--- config.mk ---
export PLATFORM = sky130hd
export DESIGN_NAME = melody_sequencer_flat
export DESIGN_NICKNAME = d
export VERILOG_FILES = /design/src/rtl/melody_sequencer_if.sv /design/src/rtl/melody_sequencer.sv /design/src/flat_wrapper.sv
export SDC_FILE = /design/constraint.sdc
export NUM_CORES = 1
export LEC_CHECK = 0
export ABC_CLOCK_PERIOD_IN_PS = 6250
export BUFFER_PORTS_ARGS = -buffer_cell sky130_fd_sc_hd__buf_2
export CAP_MARGIN = 5
export CORE_MARGIN = 5
export CORE_UTILIZATION = 55
export CTS_CLUSTER_SIZE = 16
export DETAILED_ROUTE_END_ITERATION = 16
export PLACE_DENSITY = 0.78
export SETUP_SLACK_MARGIN = 0.02
export SLEW_MARGIN = 20
export SYNTH_ARGS = -nofsm -noshare
export SYNTH_HDL_FRONTEND = slang
export SYNTH_SLANG_ARGS = --single-unit
export TNS_END_PERCENT = 20
--- constraint.sdc ---
create_clock -name mclk -period 6.25 [get_ports mclk]
set_clock_uncertainty 0.15 [all_clocks]
set_input_delay 0.3125 -clock mclk [delete_from_list [all_inputs] [get_ports mclk]]
set_output_delay 0.3125 -clock mclk [all_outputs]
set_load 0.02 [all_outputs]
--- src/rtl/melody_sequencer_if.sv ---
// Control/status bundle between the play switch side and the melody sequencer.
// The master drives play/loop; the slave (sequencer) drives note and status outputs.
interface melody_sequencer_if;
  logic        play;
  logic        loop;
  logic [31:0] half_period;
  logic        tone_en;
  logic        note_strobe;
  logic [2:0]  step_idx;
  logic        busy;
  logic        done;

  modport master (
    output play, loop,
    input  half_period, tone_en, note_strobe, step_idx, busy, done
  );

  modport slave (
    input  play, loop,
    output half_period, tone_en, note_strobe, step_idx, busy, done
  );
endinterface

--- src/rtl/melody_sequencer.sv ---
// Steps an 8-entry melody table at BEAT_CYCLES per beat, presenting half-period and tone enable.
// Optional ARTIC_GAP_EN macro: silences the last GAP_CYCLES of every note (articulation gap).
module melody_sequencer #(
  parameter int CLK_HZ      = 50_000_000,
  parameter int BEAT_CYCLES = 10_000_000,
  parameter int GAP_CYCLES  = 500_000
) (
  input  logic               mclk,
  input  logic               rst,
  melody_sequencer_if.slave  bus
);
  typedef enum logic [1:0] {S_IDLE, S_PLAY, S_GAP, S_DONE} state_t;

  localparam logic [31:0] HP_C4 = 32'(CLK_HZ / (2 * 262));
  localparam logic [31:0] HP_D4 = 32'(CLK_HZ / (2 * 294));
  localparam logic [31:0] HP_E4 = 32'(CLK_HZ / (2 * 330));
  localparam logic [31:0] HP_F4 = 32'(CLK_HZ / (2 * 349));
  localparam logic [31:0] HP_G4 = 32'(CLK_HZ / (2 * 392));
  localparam logic [31:0] LEN_1 = 32'(BEAT_CYCLES - 1);
  localparam logic [31:0] LEN_2 = 32'(2 * BEAT_CYCLES - 1);

  if (BEAT_CYCLES <= GAP_CYCLES) begin : g_bad_cfg
    $error("melody_sequencer: BEAT_CYCLES must exceed GAP_CYCLES");
  end

  function automatic logic [31:0] f_hp(input logic [2:0] s);
    case (s)
      3'd0:    f_hp = HP_D4;
      3'd1:    f_hp = HP_E4;
      3'd2:    f_hp = HP_F4;
      3'd3:    f_hp = HP_G4;
      3'd4:    f_hp = HP_E4;
      3'd5:    f_hp = HP_C4;
      3'd6:    f_hp = HP_D4;
      default: f_hp = 32'd0;
    endcase
  endfunction

  // Counter reload value: beats*BEAT_CYCLES-1 so the step lasts exactly beats*BEAT_CYCLES cycles.
  function automatic logic [31:0] f_len(input logic [2:0] s);
    f_len = (s == 3'd4 || s == 3'd7) ? LEN_2 : LEN_1;
  endfunction

  state_t      r_state, w_state_nxt;
  logic [2:0]  r_step,  w_step_nxt;
  logic [31:0] r_dur,   w_dur_nxt;
  logic        w_strobe_nxt;
  logic        w_sounding;
  logic [31:0] w_hp_nxt;

  always_comb begin
    w_state_nxt  = r_state;
    w_step_nxt   = r_step;
    w_dur_nxt    = r_dur;
    w_strobe_nxt = 1'b0;
    case (r_state)
      S_IDLE: begin
        if (bus.play) begin
          w_state_nxt  = S_PLAY;
          w_step_nxt   = 3'd0;
          w_dur_nxt    = f_len(3'd0);
          w_strobe_nxt = 1'b1;
        end
      end
      S_PLAY, S_GAP: begin
        if (!bus.play) begin
          w_state_nxt = S_IDLE;
          w_step_nxt  = 3'd0;
          w_dur_nxt   = 32'd0;
        end else if (r_dur == 32'd0) begin
          if (r_step != 3'd7) begin
            w_state_nxt  = S_PLAY;
            w_step_nxt   = r_step + 3'd1;
            w_dur_nxt    = f_len(r_step + 3'd1);
            w_strobe_nxt = 1'b1;
          end else if (bus.loop) begin
            w_state_nxt  = S_PLAY;
            w_step_nxt   = 3'd0;
            w_dur_nxt    = f_len(3'd0);
            w_strobe_nxt = 1'b1;
          end else begin
            w_state_nxt = S_DONE;
            w_dur_nxt   = 32'd0;
          end
        end else begin
          w_dur_nxt = r_dur - 32'd1;
`ifdef ARTIC_GAP_EN
          // Enter GAP so that the counter reads GAP_CYCLES-1 on the first silent cycle.
          if (r_state == S_PLAY && r_dur == 32'(GAP_CYCLES))
            w_state_nxt = S_GAP;
`endif
        end
      end
      S_DONE: begin
        if (!bus.play) begin
          w_state_nxt = S_IDLE;
          w_step_nxt  = 3'd0;
        end
      end
      default: begin
        w_state_nxt = S_IDLE;
        w_step_nxt  = 3'd0;
        w_dur_nxt   = 32'd0;
      end
    endcase
  end

  assign w_sounding = (w_state_nxt == S_PLAY) || (w_state_nxt == S_GAP);
  assign w_hp_nxt   = w_sounding ? f_hp(w_step_nxt) : 32'd0;

  // Outputs are registered from next-state values so they are valid on the step's first cycle.
  always_ff @(posedge mclk) begin
    if (rst) begin
      r_state         <= S_IDLE;
      r_step          <= 3'd0;
      r_dur           <= 32'd0;
      bus.half_period <= 32'd0;
      bus.tone_en     <= 1'b0;
      bus.note_strobe <= 1'b0;
      bus.step_idx    <= 3'd0;
      bus.busy        <= 1'b0;
      bus.done        <= 1'b0;
    end else begin
      r_state         <= w_state_nxt;
      r_step          <= w_step_nxt;
      r_dur           <= w_dur_nxt;
      bus.half_period <= w_hp_nxt;
      bus.tone_en     <= (w_state_nxt == S_PLAY) && (w_hp_nxt != 32'd0);
      bus.note_strobe <= w_strobe_nxt;
      bus.step_idx    <= w_step_nxt;
      bus.busy        <= w_sounding;
      bus.done        <= (w_state_nxt == S_DONE);
    end
  end
endmodule

--- src/flat_wrapper.sv ---
// flat-port wrapper written by rule: the top's interface ports become plain ports
module melody_sequencer_flat 
#(
  parameter int CLK_HZ      = 50_000_000,
  parameter int BEAT_CYCLES = 10_000_000,
  parameter int GAP_CYCLES  = 500_000
)
  (mclk, rst, bus_play, bus_loop, bus_half_period, bus_tone_en, bus_note_strobe, bus_step_idx, bus_busy, bus_done);
  melody_sequencer_if bus_i ();
  input  logic mclk;
  input  logic rst;
  input wire logic [$bits(bus_i.play)-1:0] bus_play;
  input wire logic [$bits(bus_i.loop)-1:0] bus_loop;
  output wire logic [$bits(bus_i.half_period)-1:0] bus_half_period;
  output wire logic [$bits(bus_i.tone_en)-1:0] bus_tone_en;
  output wire logic [$bits(bus_i.note_strobe)-1:0] bus_note_strobe;
  output wire logic [$bits(bus_i.step_idx)-1:0] bus_step_idx;
  output wire logic [$bits(bus_i.busy)-1:0] bus_busy;
  output wire logic [$bits(bus_i.done)-1:0] bus_done;
  assign bus_i.play = bus_play;
  assign bus_i.loop = bus_loop;
  assign bus_half_period = bus_i.half_period;
  assign bus_tone_en = bus_i.tone_en;
  assign bus_note_strobe = bus_i.note_strobe;
  assign bus_step_idx = bus_i.step_idx;
  assign bus_busy = bus_i.busy;
  assign bus_done = bus_i.done;
  melody_sequencer #(.CLK_HZ(CLK_HZ), .BEAT_CYCLES(BEAT_CYCLES), .GAP_CYCLES(GAP_CYCLES)) u_core (.mclk(mclk), .rst(rst), .bus(bus_i));
endmodule
Word-level counts from Yosys, hierarchy flattened
Index checks and enable logic that the tools add are counted.
- memories kept: 0
- logic and storage cells: 67
- bits in latches: 0
- memory bits (read-only): 0
- bits of input ports: 4
- register bits after elaboration: 73
- bits in writable memories: 0
- output and inout bits: 39
- reduce and logical (&&, ||, !) cells: 12
- $add $sub $neg: 2
- bitwise gates (word level): 0
- equal/unequal tests: 16
- $mul: 0
- $lt $le $gt $ge: 0
- muxes and demuxes: 29
- divide/modulo/power cells: 0
- shifts and indexed selects: 0
- operator list (operator ; number):
    32-bit two-way mux ; 4
    17-bit case mux with 5 select lines ; 1
    32-bit case mux with 2 select lines ; 1
    32-bit zero test ; 1
    32-bit nonzero test ; 1
    32-bit by 1-bit subtractor with 32-bit output (second input constant) ; 1
    25-bit two-way mux ; 1
    24-bit two-way mux ; 1
    3-bit two-way mux ; 6
    17-bit two-way mux ; 1
    3-bit == test (second input constant) ; 5
    2-bit two-way mux ; 6
    3-bit case mux with 3 select lines ; 1
    2-bit == test (second input constant) ; 4
    3-bit by 2-bit == test with 1-bit output (second input constant) ; 2
    2-bit case mux with 3 select lines ; 1
    2-bit OR reduction ; 3
    1-bit two-way mux ; 5
    2-bit by 1-bit == test with 1-bit output (second input constant) ; 2
    3-bit by 1-bit adder with 3-bit output (second input constant) ; 1
    3-bit by 1-bit == test with 1-bit output (second input constant) ; 1
    3-bit zero test ; 1
    3-bit != test (second input constant) ; 1
    2-bit zero test ; 1
    other kinds (6) ; 7

Longest topological paths before layout
- depth after elaboration: 11
- depth in mapped cells: 14
- depth with buffers taken out: 13

Worst setup path after synthesis
OpenSTA, ideal clock, no wires.
- path kind: reg-to-reg
- from: register u_core.r_dur[0]
- to: register u_core.bus.half_period[9]
- library setup time: 0.136 ns
- setup slack: 3.128 ns
- stages on the path, launching flop included: 14
- period minus slack after synthesis: 3.122 ns
- arrival time: 2.836 ns
- data required time: 5.964 ns
- buffers on the path: 1
- path through: dfxtp_1 -> inv_1 -> ha_1 -> or3b_2 -> nor3_2 -> nand3_1 -> or4_1 -> nand2_1 -> ha_1 -> nand2b_1 -> clkbuf_1 -> inv_1 -> nand2_1 -> o32ai_1
- elaborated cells on any way between the ends: 21
- classes of those cells: eq/ne (8); mux (8); reduce/logical (5)
- RTL lines (what ; RTL line ; source):
    start, declared ; melody_sequencer.sv:46 ; logic [31:0] r_dur, w_dur_nxt;
    start signal, assigned ; melody_sequencer.sv:126 ; r_dur <= w_dur_nxt;
    32-bit zero test * ; melody_sequencer.sv:70 ; end else if (r_dur == 32'd0) begin
    2-bit two-way mux * ; melody_sequencer.sv:70 ;
    2-bit two-way mux * ; melody_sequencer.sv:66 ; if (!bus.play) begin
    2-bit case mux with 3 select lines * ; melody_sequencer.sv:56 ; case (r_state)
    net u_core.w_state_nxt[1] ; melody_sequencer.sv:44 ; state_t r_state, w_state_nxt;
    2-bit by 1-bit == test with 1-bit output / 2-bit == test (equally long branches) ; melody_sequencer.sv:108 ; assign w_sounding = (w_state_nxt == S_PLAY) || (w_state_nxt == S_GAP);
    1-bit logical OR * ; melody_sequencer.sv:108 ;
    net u_core.w_sounding ; melody_sequencer.sv:48 ; logic w_sounding;
    17-bit two-way mux * ; melody_sequencer.sv:109 ; assign w_hp_nxt = w_sounding ? f_hp(w_step_nxt) : 32'd0;
    end signal, assigned ; melody_sequencer.sv:127 ; bus.half_period <= w_hp_nxt;
    end, declared ; melody_sequencer_if.sv:20 ; output half_period, tone_en, note_strobe, step_idx, busy, done
The timed path passes the listed nets; every way through them passes the cells marked *.
A chain may end at the register's enable or synchronous reset.

Final worst setup path
- from: register u_core.r_dur[20]
- to: register u_core.bus.half_period[9]
Same word-level chain as after synthesis.

==> results.yml <==
critical_path:
  start_kind: "flip-flop"
  path_max_fanout: 10
  cp_cell_sequence: "or4_1 -> nor4_1 -> a21boi_1 -> o21a_1 -> o21ai_1 -> nand2_1 -> ha_1 -> nand2b_1 -> inv_1 -> nand2_1 -> o32ai_1"
  cp-end-kind: "flip-flop"
  crit_top_cell: "nand2_1"
  critPathRequiredTime_ns: 6.33
  worstPathArrival_ns: 3.67
  crit_path_top_delay_cell: "or4_1"
  worst-setup-path-type: "reg -> reg"
  slowest_delay_ns: 0.66
global_route:
  antenna_found_initial: 0
  grt_max_degree: 41
  grt_usage: 0.214
  grt_pass1_vias: 2836
  grt_pass1_wl_mm: 12.8
  overflow: 0
final_layout:
  fill_cells: 513
  drive_above_1_share: 0.128
  nets: 411
  ff_latch_area_um2: 1080
  fin_util: 0.593
  multi_input_area_um2: 1780
  n_antenna_cell: 0
  synthToLayoutAreaGrowth_pct: 5.70
clock_tree:
  cts.path.max_buffers: 2
  insertion_delay_ns: 0.32
  cts-root-buf: "clkbuf_8"
  cts_hold_buffers: 0
  cts_inserted_buffers: 5
  cts_resized: 0
  clkSinkCount: 54
  post_cts_buffers: 0
  cts.htree.levels: 2
  clkTransAtPathRegs_ns: 0.10
  cts_tree: "done"
synthesis:
  synthTopCellsByArea: "dfxtp_1 35%, a21oi_1 7.6%, buf_4 4.7%"
  synth_edf_count: 0
  synth_top_family_by_area: "simple AND/OR/NAND/NOR gates"
  yosysSeqAreaShare: 0.355
  syn_area_per_cell_um2: 7.90
  post-synth-top-count-cell: "dfxtp_1"
  synth.distinct_cells: 54
  yosys_warnings: 0
  synth_flop_cell: "dfxtp_1"
  netlist.area_leader.share: 0.355
  syn_inst: 386
  synth_common_cells: "54 x dfxtp_1, 46 x a21oi_1, 30 x nor2_1, 24 x nand2_1"
  synth-seq-cells: 54
  synth_compound_area_frac: 0.231
  synth_simple_gate_area_frac: 0.273
  synthAdderAreaFrac: 0.0369
  synthArstFlopShare: 0
  synth_xor_area_frac: 0.0115
  syn_area_um2: 3050
  synth_top_cell_by_area: "dfxtp_1"
  synthMuxAreaShare: 0.0103
sta:
  setup_viol: 0
  rsz0062_at_grt: "false"
  worst_slew_pin_slew_ns: 1.01
  slew_headroom: 0.320
  max_freq_ghz: 0.279
  final_hold_viol_count: 0
  drv_slew: 0
  min_period_ns: 3.59
  finalSetupTns_ns: 0
  finalCritPeriodShare: 0.574
flow_run:
  maxCapViolations: 0
pwr:
  ir_drop_v: 0.000143
  power_density_nw_per_um2: 231
  p_leak_nw: 1.28
placement:
  dp_hpwl_mm: 5.23
  io_buffer_count: 27
  gp_congestion: 0.884
floorplan:
  dieArea_um2: 7130
  initial_utilization: 0.561
  die_w_um: 84.5
  core_area_um2: 5440
  rows: 27
  ios: 43
  fp.dieH_um: 84.5
routing:
  firstDrtPassIters: 4
  num_vias: 2870
  ant_nets: 0
  drt_iter0_drc: 213
  drc: 0
  vias_per_cell: 6.09
  wl_per_cell_um: 15.8
  finalWirelength_mm: 7.43
hold_path:
  hold_path_class: "in -> reg"
run_status:
  status: "completed"
final timing paths:
check	startpoint	endpoint	slack, ns	cells past startpoint
max	u_core.r_dur[20]	u_core.bus.half_period[9]	2.66	11
min	bus_play	u_core.bus.note_strobe	0.19	2
max reg2reg	u_core.r_dur[20]	u_core.bus.half_period[9]	2.66	11
min reg2reg	u_core.r_dur[7]	u_core.r_dur[7]	0.36	2
layout make-up:
type / instances / area share
timing repair buffer: 29 / 0.0466
tap: 72 / 0.0280
inverter: 8 / 0.00932
sequential: 54 / 0.335
clock buffer: 5 / 0.0214
clock inverter: 3 / 0.00776
multi-input combinational: 300 / 0.552
stage by stage:
step                      total power [mW]  area (µm²)  instances  setup slack (ns)  hold slack, ns
after floorplan                      0.518        3100        400              3.13           0.294
after global placement               0.541        3130        463              3.01           0.317
after detailed placement             0.545        3130        463              2.83           0.344
after CTS                            0.748        3220        471              2.81           0.178
after global routing                 0.788        3220        471              2.43           0.184
final                                0.746        3220        471              2.66           0.187
sequential cells by signal, summed over array words and instances (netlist names):
name / count
u_core.r_dur: 32
u_core.bus.busy: 1
u_core.bus.note_strobe: 1
u_core.bus.tone_en: 1
u_core.r_state: 2
u_core.bus.step_idx: 3
u_core.bus.done: 1
u_core.bus.half_period: 13
power breakdown:
part	internal [mW]	switching, mW
Clock	0.0811	0.124
Sequential	0.361	0.0173
Combinational	0.0534	0.110
Total	0.495	0.251
per-layer routing:
metal	global-route usage	vias up	wire length, µm
met2	0.346	85	3510
li1	-	1412	-
met5	0	-	0
met3	0.0432	15	372
met1	0.282	1358	3420
met4	0.0820	0	125
kinds of logic (layout without fill, tap and decap cells):
| logic type | count (synthesis) | after routing |
|---|---|---|
| flops | 54 | 54 |
| compound gates | 116 | 116 |
| other cells | 1 | 15 |
| buf+inv | 46 | 45 |
| mux | 3 | 3 |
| simple gates | 153 | 153 |
| fa+ha+maj | 9 | 9 |
| xor+xnor | 4 | 4 |
layout by cell type (no fill, tap or decap), types with 3 or more instances in the layout:
cell type | netlist | layout
a211oi_1 | 7 | 7
a21o_1 | 3 | 3
a21oi_1 | 46 | 45
a311oi_1 | 5 | 5
a31oi_1 | 5 | 5
buf_2 | 2 | 27
clkbuf_8 | 0 | 5
conb_1 | 1 | 15
dfxtp_1 | 54 | 54
ha_1 | 9 | 9
inv_1 | 8 | 8
nand2_1 | 24 | 24
nand2b_1 | 7 | 7
nand3_1 | 10 | 10
nand4_1 | 3 | 3
nor2_1 | 30 | 30
nor2b_1 | 8 | 8
nor3_1 | 21 | 21
nor4_1 | 17 | 17
o21a_1 | 3 | 3
o21ai_0 | 21 | 21
o21ai_1 | 7 | 7
o31ai_1 | 3 | 3
or3_1 | 7 | 7
or4_1 | 11 | 11
critical path, delay by kind of cell, from the launching register on:
kind            cells  cell delay (ns)
flops               1             0.38
simple gates        5             1.68
buf+inv             1             0.20
fa+ha+maj           1             0.29
compound gates      4             0.80
Power figures use the tool's default switching activity.
